==> src/rtl/riscv_pkg.sv <==
// riscv_pkg: writeback source encodings and load funct3 constants
package riscv_pkg;
  localparam logic [1:0] RESULT_ALU  = 2'b00;
  localparam logic [1:0] RESULT_LOAD = 2'b01;
  localparam logic [1:0] RESULT_PC4  = 2'b10;
  localparam logic [2:0] F3_LB  = 3'b000;
  localparam logic [2:0] F3_LH  = 3'b001;
  localparam logic [2:0] F3_LW  = 3'b010;
  localparam logic [2:0] F3_LBU = 3'b100;
  localparam logic [2:0] F3_LHU = 3'b101;
endpackage

==> src/rtl/load_extend.sv <==
// load_extend: selects the addressed byte/halfword lane of a loaded word and extends it
module load_extend
  import riscv_pkg::*;
#(
  parameter int XLEN = 32
) (
  input  logic [2:0]      funct3_i,
  input  logic [1:0]      offset_i,
  input  logic [XLEN-1:0] word_i,
  output logic [XLEN-1:0] data_o
);
  logic [7:0]  b;
  logic [15:0] h;
  always_comb begin
    b = word_i[{offset_i, 3'b000} +: 8];
    h = word_i[{offset_i[1], 4'b0000} +: 16];
    data_o = funct3_i == F3_LB  ? {{(XLEN-8){b[7]}}, b} :
             funct3_i == F3_LBU ? {{(XLEN-8){1'b0}}, b} :
             funct3_i == F3_LH  ? {{(XLEN-16){h[15]}}, h} :
             funct3_i == F3_LHU ? {{(XLEN-16){1'b0}}, h} : word_i;
  end
endmodule

==> src/rtl/mem_wb_stage.sv <==
// mem_wb_stage: MEM->WB pipeline register, writeback mux and retired-instruction counter
module mem_wb_stage
  import riscv_pkg::*;
#(
  parameter int XLEN           = 32,
  parameter int CNT_W          = 64,
  parameter bit ENABLE_INSTRET = 1
) (
  input  logic             clk,
  input  logic             reset_n,
  input  logic             stall_w,
  input  logic             flush_w,
  input  logic             valid_m,
  input  logic             reg_write_m,
  input  logic [4:0]       rd_m,
  input  logic [1:0]       result_src_m,
  input  logic [2:0]       funct3_m,
  input  logic [XLEN-1:0]  alu_result_m,
  input  logic [XLEN-1:0]  read_data_m,
  input  logic [XLEN-1:0]  pc_plus4_m,
  output logic             reg_write_w,
  output logic [4:0]       rd_w,
  output logic [XLEN-1:0]  result_w,
  output logic             valid_w,
  output logic [CNT_W-1:0] instret
);
  logic            valid_q, valid_d, we_q, we_d, load_en;
  logic [4:0]      rd_q, rd_d;
  logic [1:0]      src_q, src_d;
  logic [2:0]      f3_q, f3_d;
  logic [XLEN-1:0] alu_q, alu_d, rdata_q, rdata_d, pc4_q, pc4_d, load_val;
  always_comb begin
    load_en = !flush_w && !stall_w;
    valid_d = flush_w ? 1'b0 : stall_w ? valid_q : valid_m;
    we_d    = flush_w ? 1'b0 : stall_w ? we_q : reg_write_m && valid_m && (rd_m != 5'd0);
    rd_d    = flush_w ? '0 : stall_w ? rd_q : rd_m;
    src_d   = flush_w ? '0 : stall_w ? src_q : result_src_m;
    f3_d    = flush_w ? '0 : stall_w ? f3_q : funct3_m;
    alu_d   = flush_w ? '0 : stall_w ? alu_q : alu_result_m;
    rdata_d = flush_w ? '0 : stall_w ? rdata_q : read_data_m;
    pc4_d   = flush_w ? '0 : stall_w ? pc4_q : pc_plus4_m;
  end
  always_ff @(posedge clk or negedge reset_n) begin
    if (!reset_n) begin
      valid_q <= 1'b0;
      we_q    <= 1'b0;
      rd_q    <= '0;
      src_q   <= '0;
      f3_q    <= '0;
      alu_q   <= '0;
      rdata_q <= '0;
      pc4_q   <= '0;
    end else begin
      valid_q <= valid_d;
      we_q    <= we_d;
      rd_q    <= rd_d;
      src_q   <= src_d;
      f3_q    <= f3_d;
      alu_q   <= alu_d;
      rdata_q <= rdata_d;
      pc4_q   <= pc4_d;
    end
  end
  load_extend #(.XLEN(XLEN)) u_ext (
    .funct3_i(f3_q),
    .offset_i(alu_q[1:0]),
    .word_i  (rdata_q),
    .data_o  (load_val)
  );
  // Writeback value depends only on W registers so it holds until the regfile's negedge write
  always_comb begin
    result_w = src_q == RESULT_LOAD ? load_val : src_q == RESULT_PC4 ? pc4_q : alu_q;
  end
  assign reg_write_w = we_q;
  assign rd_w        = rd_q;
  assign valid_w     = valid_q;
  if (ENABLE_INSTRET) begin : g_cnt
    logic [CNT_W-1:0] cnt_q;
    always_ff @(posedge clk or negedge reset_n) begin
      if (!reset_n) cnt_q <= '0;
      else if (load_en && valid_m) cnt_q <= cnt_q + CNT_W'(1);
    end
    assign instret = cnt_q;
  end else begin : g_nocnt
    assign instret = '0;
  end
endmodule

==> config.mk <==
export PLATFORM = sky130hd
export DESIGN_NAME = mem_wb_stage
export DESIGN_NICKNAME = d
export VERILOG_FILES = /design/src/rtl/riscv_pkg.sv /design/src/rtl/load_extend.sv /design/src/rtl/mem_wb_stage.sv
export SDC_FILE = /design/constraint.sdc
export NUM_CORES = 1
export LEC_CHECK = 0
export BUFFER_PORTS_ARGS = -buffer_cell sky130_fd_sc_hd__buf_2
export CORE_ASPECT_RATIO = 0.5
export CORE_UTILIZATION = 40
export CTS_CLUSTER_DIAMETER = 40
export CTS_CLUSTER_SIZE = 24
export DETAILED_ROUTE_END_ITERATION = 12
export PLACE_DENSITY_LB_ADDON = 0.08
export SLEW_MARGIN = 10
export SYNTH_ARGS = -nofsm -noshare
export SYNTH_HDL_FRONTEND = slang
export SYNTH_HIERARCHICAL = 1
export SYNTH_SLANG_ARGS = --single-unit
==> constraint.sdc <==
create_clock -name clk -period 6 [get_ports clk]
set_clock_uncertainty 0.1 [all_clocks]
set_input_delay 0.6 -clock clk [delete_from_list [all_inputs] [get_ports clk]]
set_output_delay 0.6 -clock clk [all_outputs]
set_load 0.1 [all_outputs]
Word-level counts from Yosys, hierarchy flattened
Cells that the tools add are included. W data, S select, Z words.

Register bits after elaboration: 172. Bits of input ports: 112. Output and inout bits: 103. Word-level logic and storage cells: 48.

$add $sub $neg: 1. Equality and inequality tests: 6. Shifts and indexed selects: 2. Muxes and demuxes: 22. Reduce and logical (&&, ||, !) cells: 8.

Operator list (count): $mux W32 (12); $add A64 B1 Y64 const B (1); $shiftx A32 B6 Y16 (1); $shiftx A32 B6 Y8 (1); $mux W5 (2); $eq A3 B3 Y1 const B (2); $mux W3 (2); $reduce_bool A5 Y1 (1); $logic_and A1 B1 Y1 (4); $mux W1 (4); $mux W2 (2); $eq A3 B1 Y1 const B (1); $logic_not A3 Y1 (1); $eq A2 B1 Y1 const B (1); $eq A2 B2 Y1 const B (1); $logic_not A1 Y1 (2); $ne A2 B1 Y1 const B (1).

Longest topological paths before layout
Gate-level depths: netlist of the first run.

Depth after elaboration: 6. Mapped depth: 8. Mapped depth without buffers: 6.

Modules after synthesis
The synthesis of the first run kept the hierarchy.

By module, submodules not included: mem_wb_stage (times used 1, cells an instance 778, area an instance 8466.9 um2, seq. area each 4304.1 um2); load_extend (times used 1, cells an instance 127, area an instance 930.9 um2, seq. area each 0.0 um2).

Worst setup path after synthesis of the first run
Ideal clock, no wire load.

Path kind: reg2out. Start: reg alu_q[1]. End: out result_w[24]. Data arrival time: 3024 ps. Required time: 5300 ps. Path slack: 2276 ps. Stages on the path, launching flop included: 9. Path buffers: 3. Path through: dfrtp_1 -> buf_4 -> mux2i_1 -> or4_1 -> buf_2 -> buf_6 -> nand3_2 -> mux2i_1 -> a21oi_1.

Word-level cells in the longest chain between the ends: 5. Elaborated cells on any way between the ends: 6. Those cells by class: shift (2); mux (4).

RTL lines: start: declaration (RTL line mem_wb_stage.sv:31) `logic [XLEN-1:0] alu_q, alu_d, rdata_q, rdata_d, pc4_q, pc4_d, load_val;`; start signal: assignment (RTL line mem_wb_stage.sv:59) `alu_q <= alu_d;`; $shiftx A32 B6 Y16 (RTL line load_extend.sv:16) `h = word_i[{offset_i[1], 4'b0000} +: 16];`; $mux W32 (RTL line load_extend.sv:19) `funct3_i == F3_LH ? {{(XLEN-16){h[15]}}, h} :`; $mux W32 (RTL line load_extend.sv:18) `funct3_i == F3_LBU ? {{(XLEN-8){1'b0}}, b} :`; $mux W32 * (RTL line load_extend.sv:17) `data_o = funct3_i == F3_LB ? {{(XLEN-8){b[7]}}, b} :`; via load_val[24] (RTL line mem_wb_stage.sv:31); $mux W32 * (RTL line mem_wb_stage.sv:72) `result_w = src_q == RESULT_LOAD ? load_val : src_q == RESULT_PC4 ? pc4_q : alu_q;`; end: declaration (RTL line mem_wb_stage.sv:23) `output logic [XLEN-1:0] result_w,`.

Mark *: on every way through the listed nets, which the timed path passes. The rest lies on a longest branch.

Worst setup path after layout of the first run
Start: reg alu_q[1]. End: out result_w[20].

The elaborated chain is that of the path after synthesis.

==> impl_metrics.csv, run 1 <==
group,metric,value,unit
synthesis,netlist_instances,905,
routing,vias_per_cell,5.33,
setup_path,required,5300,ps
sta,finalCriticalPeriod,4320,ps
clock_network,cts_setup_buffers,0,
setup_path,setup.worst_path.class,"register to output pin",
placement,dp_hpwl,18200,µm
synthesis,synth_area_leader_cell,"dfrtp_1",
pwr,p_leak,5.78,nW
routing,drt_pass1_iterations,6,
die,fp.dieH,110,µm
synthesis,ys_ff_latch,172,
layout,multi_input_area,4780,µm²
pwr,ir_drop,184,µV
synthesis,ys_warn_count,6,
synthesis,syn_area,9400,µm²
grt,grt_usage,22.1,%
sta,finalHoldViolCount,0,
grt,gr-total-overflow,0,
grt,antenna_found_initial,3,
sta,setup_viol,0,
clock_network,clk_latency,450,ps
setup_path,cp_data_arrival_time,3620,ps
clock_network,cts_tree,"done",
synthesis,yosysTopAreaCellShare,45.8,%
clock_network,cts.path.max_buffers,2,
sta,final.setup.worst_slack,1680,ps
clock_network,cts_buffers,17,
clock_network,htreeDepth,4,
sta,worst_pin_slew,1110,ps
die,fp.dieW,219,µm
grt,grt_max_degree,104,
layout,area_growth,19.9,%
routing,route.vias.total,7474,
synthesis,synthesis.nets,1018,
sta,drv_slew,0,
synthesis,avgSynthCellArea,10.4,µm²
setup_path,endpoint_kind,"output pin",
sta,max_freq,0.232,GHz
setup_path,start_kind,"register",
die,fp.coreArea,22900,µm²
placement,gp_congestion,0.834,
sta,finalSetupTns,0,ps
routing,wl,26300,µm
die,placementRows,39,
die,start_util,41.0,%
synthesis,synth-edff-count,0,
synthesis,synth_cell_types,52,
clock_network,hold_buffers,0,
flow_run,maxCapViolations,0,
synthesis,seq_area_frac_synth,45.8,%
sta,rsz0062_at_grt,"false",
grt,first_global_vias,7063,
placement,place_ws,2200,ps
grt,grt_pass1_wl,40600,µm
pwr,p_total,3.17,mW
routing,wl_per_cell,18.7,µm
clock_network,numClockSinks,172,
clock_network,clkTransAtPathRegs,60,ps
clock_network,cts-root-buf,"clkbuf_16",
routing,drtIter0Drc,610,
synthesis,ys_async_sr_fraction,100,%
setup_path,crit_fanout,37,
routing,drtAntennaViolNets,0,
layout,drive_gt1_share,27.3,%
layout,seq_area,4310,µm²
routing,drc_errors,0,
pwr,p_per_area,281,nW/µm²
synthesis,synth_ff_type,"dfrtp_1",
layout,fillers,2190,
status,outcome,"finished clean",
worst_hold_path,hold_path_class,"input port to asynchronous set/reset pin",
die,ios,215,
die,die_area,24100,µm²
synthesis,synth_area_leaders,"dfrtp_1 46%, mux2i_1 15%, nor2_1 5.1%",
sta,period_share,72.0,%
layout,layout.nets,1193,
clock_network,post_cts_resize_count,0,
placement,port-buffer-count,214,
sta,slew_headroom,25.7,%
-- sequential cells by signal, summed over array words and instances, names as in the netlist --
name,count
instret,64
alu_q,32
pc4_q,32
rdata_q,32
rd_w,5
f3_q,3
src_q,2
reg_write_w,1
valid_w,1
-- critical path: stages, from the launching register on --
cell     delay (ps)
dfrtp_1        1080
mux2i_1         220
or4_1           930
nand3_1         190
mux2i_1          90
a21oi_1         190
buf_2           450
-- metal layers --
| layer | wire, µm | part of all wire [%] | track usage [%] | vias up |
|---|---|---|---|---|
| li1 | - | - | - | 3573 |
| met1 | 12900 | 49 | 31.2 | 3728 |
| met2 | 11700 | 45 | 33.0 | 141 |
| met3 | 1230 | 4.7 | 5.71 | 28 |
| met4 | 370 | 1.4 | 7.39 | 4 |
| met5 | 29 | 0.11 | 0 | - |
-- cell usage after synthesis (3+ instances only) --
cell type,number
nor4_2,3
nor3_2,7
nor2_1,127
nor2b_1,35
nor4_4,4
buf_2,16
a21oi_1,34
buf_4,3
nand2_1,44
clkbuf_1,33
dfrtp_1,172
a221o_1,15
nor4_1,3
nand3_2,10
nand4_2,4
xor2_1,34
and3_1,4
and2_1,4
a211oi_1,32
buf_1,10
mux2_2,9
a22o_1,7
mux2i_1,139
nand3_1,41
nand3b_1,8
xnor2_1,29
nand4_1,12
inv_1,7
a31oi_1,7
and4_1,6
or4b_1,7
nor3_1,15
-- worst paths after layout --
check / slack [ps] / end / cells past startpoint / startpoint
min in group clk: 290 / alu_q[20] / 3 / alu_result_m[20]
max in group asynchronous: 4690 / instret[63] / 2 / reset_n
worst min-delay path: 60 / alu_q[19] / 1 / reset_n
worst max-delay path: 1680 / result_w[20] / 6 / alu_q[1]
worst max register to register: 3700 / instret[54] / 6 / instret[0]
worst min register to register: 380 / instret[63] / 1 / instret[63]
-- layout by cell type (no fill, tap or decap), types with 17 or more instances in the layout --
| cell | netlist | routed |
|---|---|---|
| clkbuf_16 | 0 | 17 |
| nor2b_1 | 35 | 35 |
| a211oi_1 | 32 | 32 |
| xor2_1 | 34 | 34 |
| mux2i_1 | 139 | 139 |
| xnor2_1 | 29 | 29 |
| nand3_1 | 41 | 41 |
| a21oi_1 | 34 | 34 |
| nor2_1 | 127 | 127 |
| buf_2 | 16 | 211 |
| nand2_1 | 44 | 44 |
| dfrtp_1 | 172 | 170 |
-- per-stage QoR --
step	instances	util (%)	area (µm²)	hold WS, ps
finish	1401	49.1	11300	55.2
global route	1401	49.1	11300	101
CTS	1400	49.1	11300	66.4
detailed placement	1368	46.4	10600	361
global placement	1368	46.4	10600	353
floorplan	905	-	9400	204
-- kinds of logic (layout without fill, tap and decap cells) --
| logic type | Yosys count | count (layout) | share of synthesized area (%) |
|---|---|---|---|
| xor gates and xnor gates | 63 | 63 | 5.87 |
| DFF | 172 | 172 | 45.8 |
| adders and majority gates | 1 | 1 | 0.133 |
| buffers and inverters | 71 | 259 | 3.33 |
| other | 0 | 1 | 0 |
| muxes | 149 | 149 | 16.1 |
| and+or+nand+nor | 350 | 350 | 21.3 |
| AOI/OAI and AO/OA | 99 | 99 | 7.43 |
-- report_power, final --
part           total [mW]  switching [mW]  internal, mW
Combinational       0.680           0.503         0.178
Sequential           1.29          0.0781          1.22
Clock                1.19           0.476         0.715
-- cell type report --
type | count | share of cell area, %
multi-input cells | 662 | 42.4
flip-flops and latches | 172 | 38.2
well taps | 307 | 3.41
diodes | 1 | 0.0222
inverters | 7 | 0.233
clock buffers | 20 | 4.05
clock inverters | 12 | 1.50
repair buffers | 220 | 10.1
Power figures use the tool's default switching activity.
==> run 2: changes to the inputs <==
==> constraint.sdc (replaced) <==
create_clock -name clk -period 4.2 [get_ports clk]
set_clock_uncertainty 0.1 [all_clocks]
set_input_delay 0.42 -clock clk [delete_from_list [all_inputs] [get_ports clk]]
set_output_delay 0.42 -clock clk [all_outputs]
set_load 0.1 [all_outputs]
==> impl_metrics.csv, run 2 (synthesis gave the netlist of run 1 again) <==
group,metric,value,unit
setup_path,setup.worst_path.class,"register to output pin",
sta,final.setup.worst_slack,508,ps
setup_path,required,3680,ps
routing,drt_pass1_iterations,5,
pwr,p_per_area,411,nW/µm²
clock_network,clkTransAtPathRegs,70,ps
grt,first_global_vias,6962,
sta,finalCriticalPeriod,3690,ps
die,die_area,24100,µm²
setup_path,crit_fanout,29,
routing,drtIter0Drc,491,
clock_network,numClockSinks,172,
sta,drv_slew,0,
placement,place_area,10700,µm²
flow_run,maxCapViolations,0,
setup_path,endpoint_kind,"output pin",
grt,gr-total-overflow,0,
grt,antenna_found_initial,1,
layout,layout.nets,1199,
die,placementRows,39,
sta,rsz0062_at_grt,"false",
placement,dp_hpwl,18400,µm
layout,largest_reg_flops,64,
clock_network,cts_buffers,17,
layout,final_cell_area,11400,µm²
layout,area_growth,21.0,%
placement,place_ws,985,ps
die,ios,215,
pwr,ir_drop,209,µV
routing,route.vias.total,7462,
grt,grt_pass1_wl,40600,µm
sta,slew_headroom,27.4,%
die,fp.coreArea,22900,µm²
routing,drc_errors,0,
pwr,p_leak,5.84,nW
sta,finalSetupTns,0,ps
placement,gp_congestion,0.828,
clock_network,cts.path.max_buffers,2,
placement,port-buffer-count,214,
routing,wl_per_cell,18.7,µm
layout,mostFrequentLayoutCells,"211 x buf_2, 170 x dfrtp_1, 139 x mux2i_1",
setup_path,cp_data_arrival_time,3170,ps
clock_network,cts_tree,"done",
layout,drive_gt1_share,27.6,%
sta,setup_viol,0,
layout,antenna_cells,0,
sta,worst_pin_slew,1090,ps
grt,grt_usage,22.2,%
clock_network,cts-root-buf,"clkbuf_16",
clock_network,htreeDepth,4,
setup_path,start_kind,"register",
clock_network,cts_setup_buffers,0,
routing,drtAntennaViolNets,0,
clock_network,clk_latency,450,ps
worst_hold_path,hold_path_class,"input port to register",
die,fp.dieH,110,µm
sta,max_freq,0.271,GHz
die,fp.dieW,219,µm
layout,final_util,49.6,%
routing,wl,26200,µm
sta,finalHoldViolCount,0,
layout,final_common_cell,"buf_2",
routing,vias_per_cell,5.31,
sta,holdWs,110,ps
sta,period_share,87.9,%
die,start_util,41.0,%
status,outcome,"finished clean",
grt,grt_max_degree,74,
[run 2: worst paths after layout]
kind,start,endpoint,slack (ps),cells past startpoint
max,f3_q[0],result_w[17],510,6
min,alu_result_m[6],alu_q[6],110,3
max reg2reg,instret[0],instret[50],1910,6
max in group asynchronous,reset_n,instret[53],2450,3
min in group asynchronous,reset_n,pc4_q[18],440,2
min reg2reg,instret[63],instret[63],370,1
[run 2: per-stage QoR]
step	power, mW	std cells
6_report	4.68	1406
5_1_grt	4.85	1406
4_1_cts	4.73	1406
3_5_place_dp	2.86	1373
3_3_place_gp	2.84	1373
2_1_floorplan	2.60	905
[run 2: metal layers]
layer	track usage, %	wire length [µm]	vias to the layer above	part of all wire, %
li1	-	-	3596	-
met5	0	12	-	0.046
met1	31.8	12900	3700	49
met4	5.80	283	2	1.1
met3	5.68	1210	19	4.6
met2	33.2	11800	145	45
[run 2: worst max-delay path: stages, from the launching register on]
cell and delay [ps]:
dfrtp_1 890, nor2_1 70, or4_1 830, nand3_1 210
mux2i_1 90, a21oi_1 190, buf_2 450
[run 2: what timing repair did]
| item | in CTS | in global routing |
|---|---|---|
| hold endpoints to repair | 62 | 0 |
| resized for setup | 0 | 0 |
| hold buffers | 1 | 0 |
[run 2: layout make-up]
cell class / instances / area [µm²]
multi-input cells: 662 / 4780
clock buffers: 21 / 470
repair buffers: 226 / 1190
inverters: 7 / 26.3
fillers: 2195 / 11600
well taps: 307 / 384
clock inverters: 11 / 213
flip-flops and latches: 172 / 4310
[run 2: where the power goes]
group / internal, mW / switching [mW] / total (mW)
clock network: 1.16 / 0.692 / 1.85
registers: 1.74 / 0.111 / 1.85
logic: 0.258 / 0.717 / 0.975
total: 3.16 / 1.52 / 4.68
==> run 3: changes to the inputs <==
--- a/config.mk
+++ b/config.mk
@@ -5,6 +5,7 @@
 export SDC_FILE = /design/constraint.sdc
 export NUM_CORES = 1
 export LEC_CHECK = 0
+export ABC_AREA = 1
 export BUFFER_PORTS_ARGS = -buffer_cell sky130_fd_sc_hd__buf_2
 export CORE_ASPECT_RATIO = 0.5
 export CORE_UTILIZATION = 40
==> impl_metrics.csv, run 3 <==
group,metric,value,unit
sta,rsz0062_at_grt,"false",
sta,final.setup.worst_slack,567,ps
synthesis,synthesis.nets,1492,
synthesis,netlist_instances,1379,
layout,fin_cells,1883,
setup_path,max_stage_delay,760,ps
layout,fillers,2413,
synthesis,ys_warn_count,6,
clock_network,cts_tree,"done",
worst_hold_path,hold_path_class,"input port to register",
sta,drv_slew,0,
sta,max_freq,0.275,GHz
synthesis,synth_area_leaders,"dfrtp_1 44%, nand2_1 21%, nand3_1 9.7%",
grt,grt_usage,25.4,%
clock_network,cts_setup_buffers,0,
placement,port-buffer-count,214,
setup_path,cp_data_arrival_time,3110,ps
die,fp.dieH,112,µm
setup_path,critPathLaunch,"alu_q[0]",
die,fp.coreArea,23400,µm²
clock_network,post_cts_resize_count,0,
layout,final_util,49.8,%
clock_network,htreeDepth,4,
placement,placed_cells,1846,
sta,finalSetupTns,0,ps
sta,finalCriticalPeriod,3630,ps
worst_hold_path,min_path_cells,3,
synthesis,syn_area,9760,µm²
setup_path,setup.worst_path.class,"register to output pin",
setup_path,reg2reg_from,"instret[1]",
synthesis,synth_most_common_cell,"nand2_1",
layout,mostFrequentLayoutCells,"550 x nand2_1, 212 x buf_2, 190 x nand3_1",
die,fp.dieW,223,µm
pwr,p_leak,6.30,nW
setup_path,crit_chain,"inv_2 > nand2_1 > nand3_1 > nand2_1 > nand2_2 > nand2_1 > nor2_1 > a31oi_1 > buf_2",
sta,slew_headroom,17.9,%
synthesis,ys_async_sr_fraction,100,%
routing,wl,31000,µm
clock_network,cts-root-buf,"clkbuf_16",
pwr,p_total,4.51,mW
synthesis,avgSynthCellArea,7.08,µm²
synthesis,yosysTopAreaCellShare,44.1,%
grt,antenna_found_initial,4,
placement,gp_congestion,0.923,
layout,area_growth,19.1,%
worst_hold_path,holdPathEnd,"pc4_q[13]",
routing,drc_errors,0,
routing,wl_per_cell,16.4,µm
setup_path,endpoint_kind,"output pin",
setup_path,r2r_cells,9,
placement,place_ws,1110,ps
clock_network,cts.path.max_buffers,2,
clock_network,cts_buffers,17,
sta,finalHoldViolCount,0,
clock_network,clkTransAtPathRegs,70,ps
grt,first_global_vias,9384,
setup_path,rrSetupSlack,2180,ps
worst_hold_path,min-delay-start,"pc_plus4_m[13]",
routing,vias_per_cell,5.13,
setup_path,crit_fanout,24,
clock_network,clk_latency,450,ps
synthesis,synthTopCellsByCount,"551 x nand2_1, 190 x nand3_1, 172 x dfrtp_1, 118 x nor2_1, 111 x inv_1",
setup_path,crit_path_frequent_cell,"nand2_1",
layout,largest_reg_flops,64,
flow_run,maxCapViolations,0,
synthesis,seq_area_frac_synth,44.1,%
layout,drive_gt1_share,18.5,%
routing,drtIter0Drc,792,
status,outcome,"finished clean",
die,placementRows,39,
sta,period_share,86.5,%
clock_network,numClockSinks,172,
sta,setup_viol,0,
grt,grt_max_degree,109,
die,die_area,25100,µm²
setup_path,required,3680,ps
die,ios,215,
routing,drt_pass1_iterations,5,
pwr,p_per_area,388,nW/µm²
routing,drtAntennaViolNets,0,
setup_path,reg2reg_to,"instret[42]",
grt,grt_pass1_wl,49600,µm
routing,route.vias.total,9659,
setup_path,start_kind,"register",
sta,holdWs,57.1,ps
die,start_util,41.8,%
synthesis,synth_cell_types,34,
synthesis,synth_ff_type,"dfrtp_1",
synthesis,synth_area_leader_cell,"dfrtp_1",
layout,final_common_cell,"nand2_1",
grt,gr-total-overflow,0,
synthesis,synth-edff-count,0,
synthesis,ys_ff_latch,172,
setup_path,cp_slowest_cell,"dfrtp_1",
sta,worst_pin_slew,1230,ps
placement,dp_hpwl,22400,µm
placement,place_area,11000,µm²
pwr,ir_drop,274,µV
layout,layout.nets,1672,
layout,final_cell_area,11600,µm²
==> run 3: cell type report <==
type | instances | area, µm² | share of cell area [%]
Inverter | 118 | 443 | 3.81
Sequential cell | 172 | 4300 | 37.0
Tap cell | 307 | 384 | 3.30
Multi-Input combinational cell | 1028 | 4710 | 40.5
Timing Repair Buffer | 222 | 1150 | 9.93
Clock buffer | 22 | 484 | 4.16
Antenna cell | 4 | 10.0 | 0.0861
Clock inverter | 10 | 135 | 1.16
==> run 3: worst max-delay path, delay by kind of cell (launching register included) <==
family	cells	cell delay (ps)
flops	1	760
simple gates	6	840
buf+inv	2	780
compound gates	1	270
==> run 3: power by group <==
| part | internal (mW) | switching, mW |
|---|---|---|
| clock | 0.999 | 0.685 |
| sequential | 1.74 | 0.0849 |
| combinational | 0.196 | 0.810 |
==> run 3: routing by layer <==
metal  GRT usage [%]  up-vias  routed length, µm
met3            4.90       49               1610
met4            9.29        0                723
met5               0        -                  0
met2            40.6      275              14300
met1            34.4     4618              14300
li1                -     4717                  -
==> run 3: logic make-up after synthesis <==
group,synth area share (%)
xor gates and xnor gates,4.13
DFF,44.1
adders and majority gates,0.128
and+or+nand+nor,41.0
buffers and inverters,7.68
AOI/OAI and AO/OA,3.00
==> run 3: worst max-delay path by stage <==
stage | slack (ps) | cells past startpoint | to
after global placement | 1150 | 9 | result_w[13]
final | 570 | 9 | result_w[13]
after detailed placement | 1110 | 9 | result_w[13]
after global routing | 410 | 9 | result_w[13]
after CTS | 600 | 9 | result_w[13]
after floorplan | 980 | 8 | result_w[28]
==> run 3: timing repair <==
item                                   in CTS  in global routing
endpoints found under the hold margin      88                  0
hold buffers                                1                  0
setup endpoints to repair                   0                  0
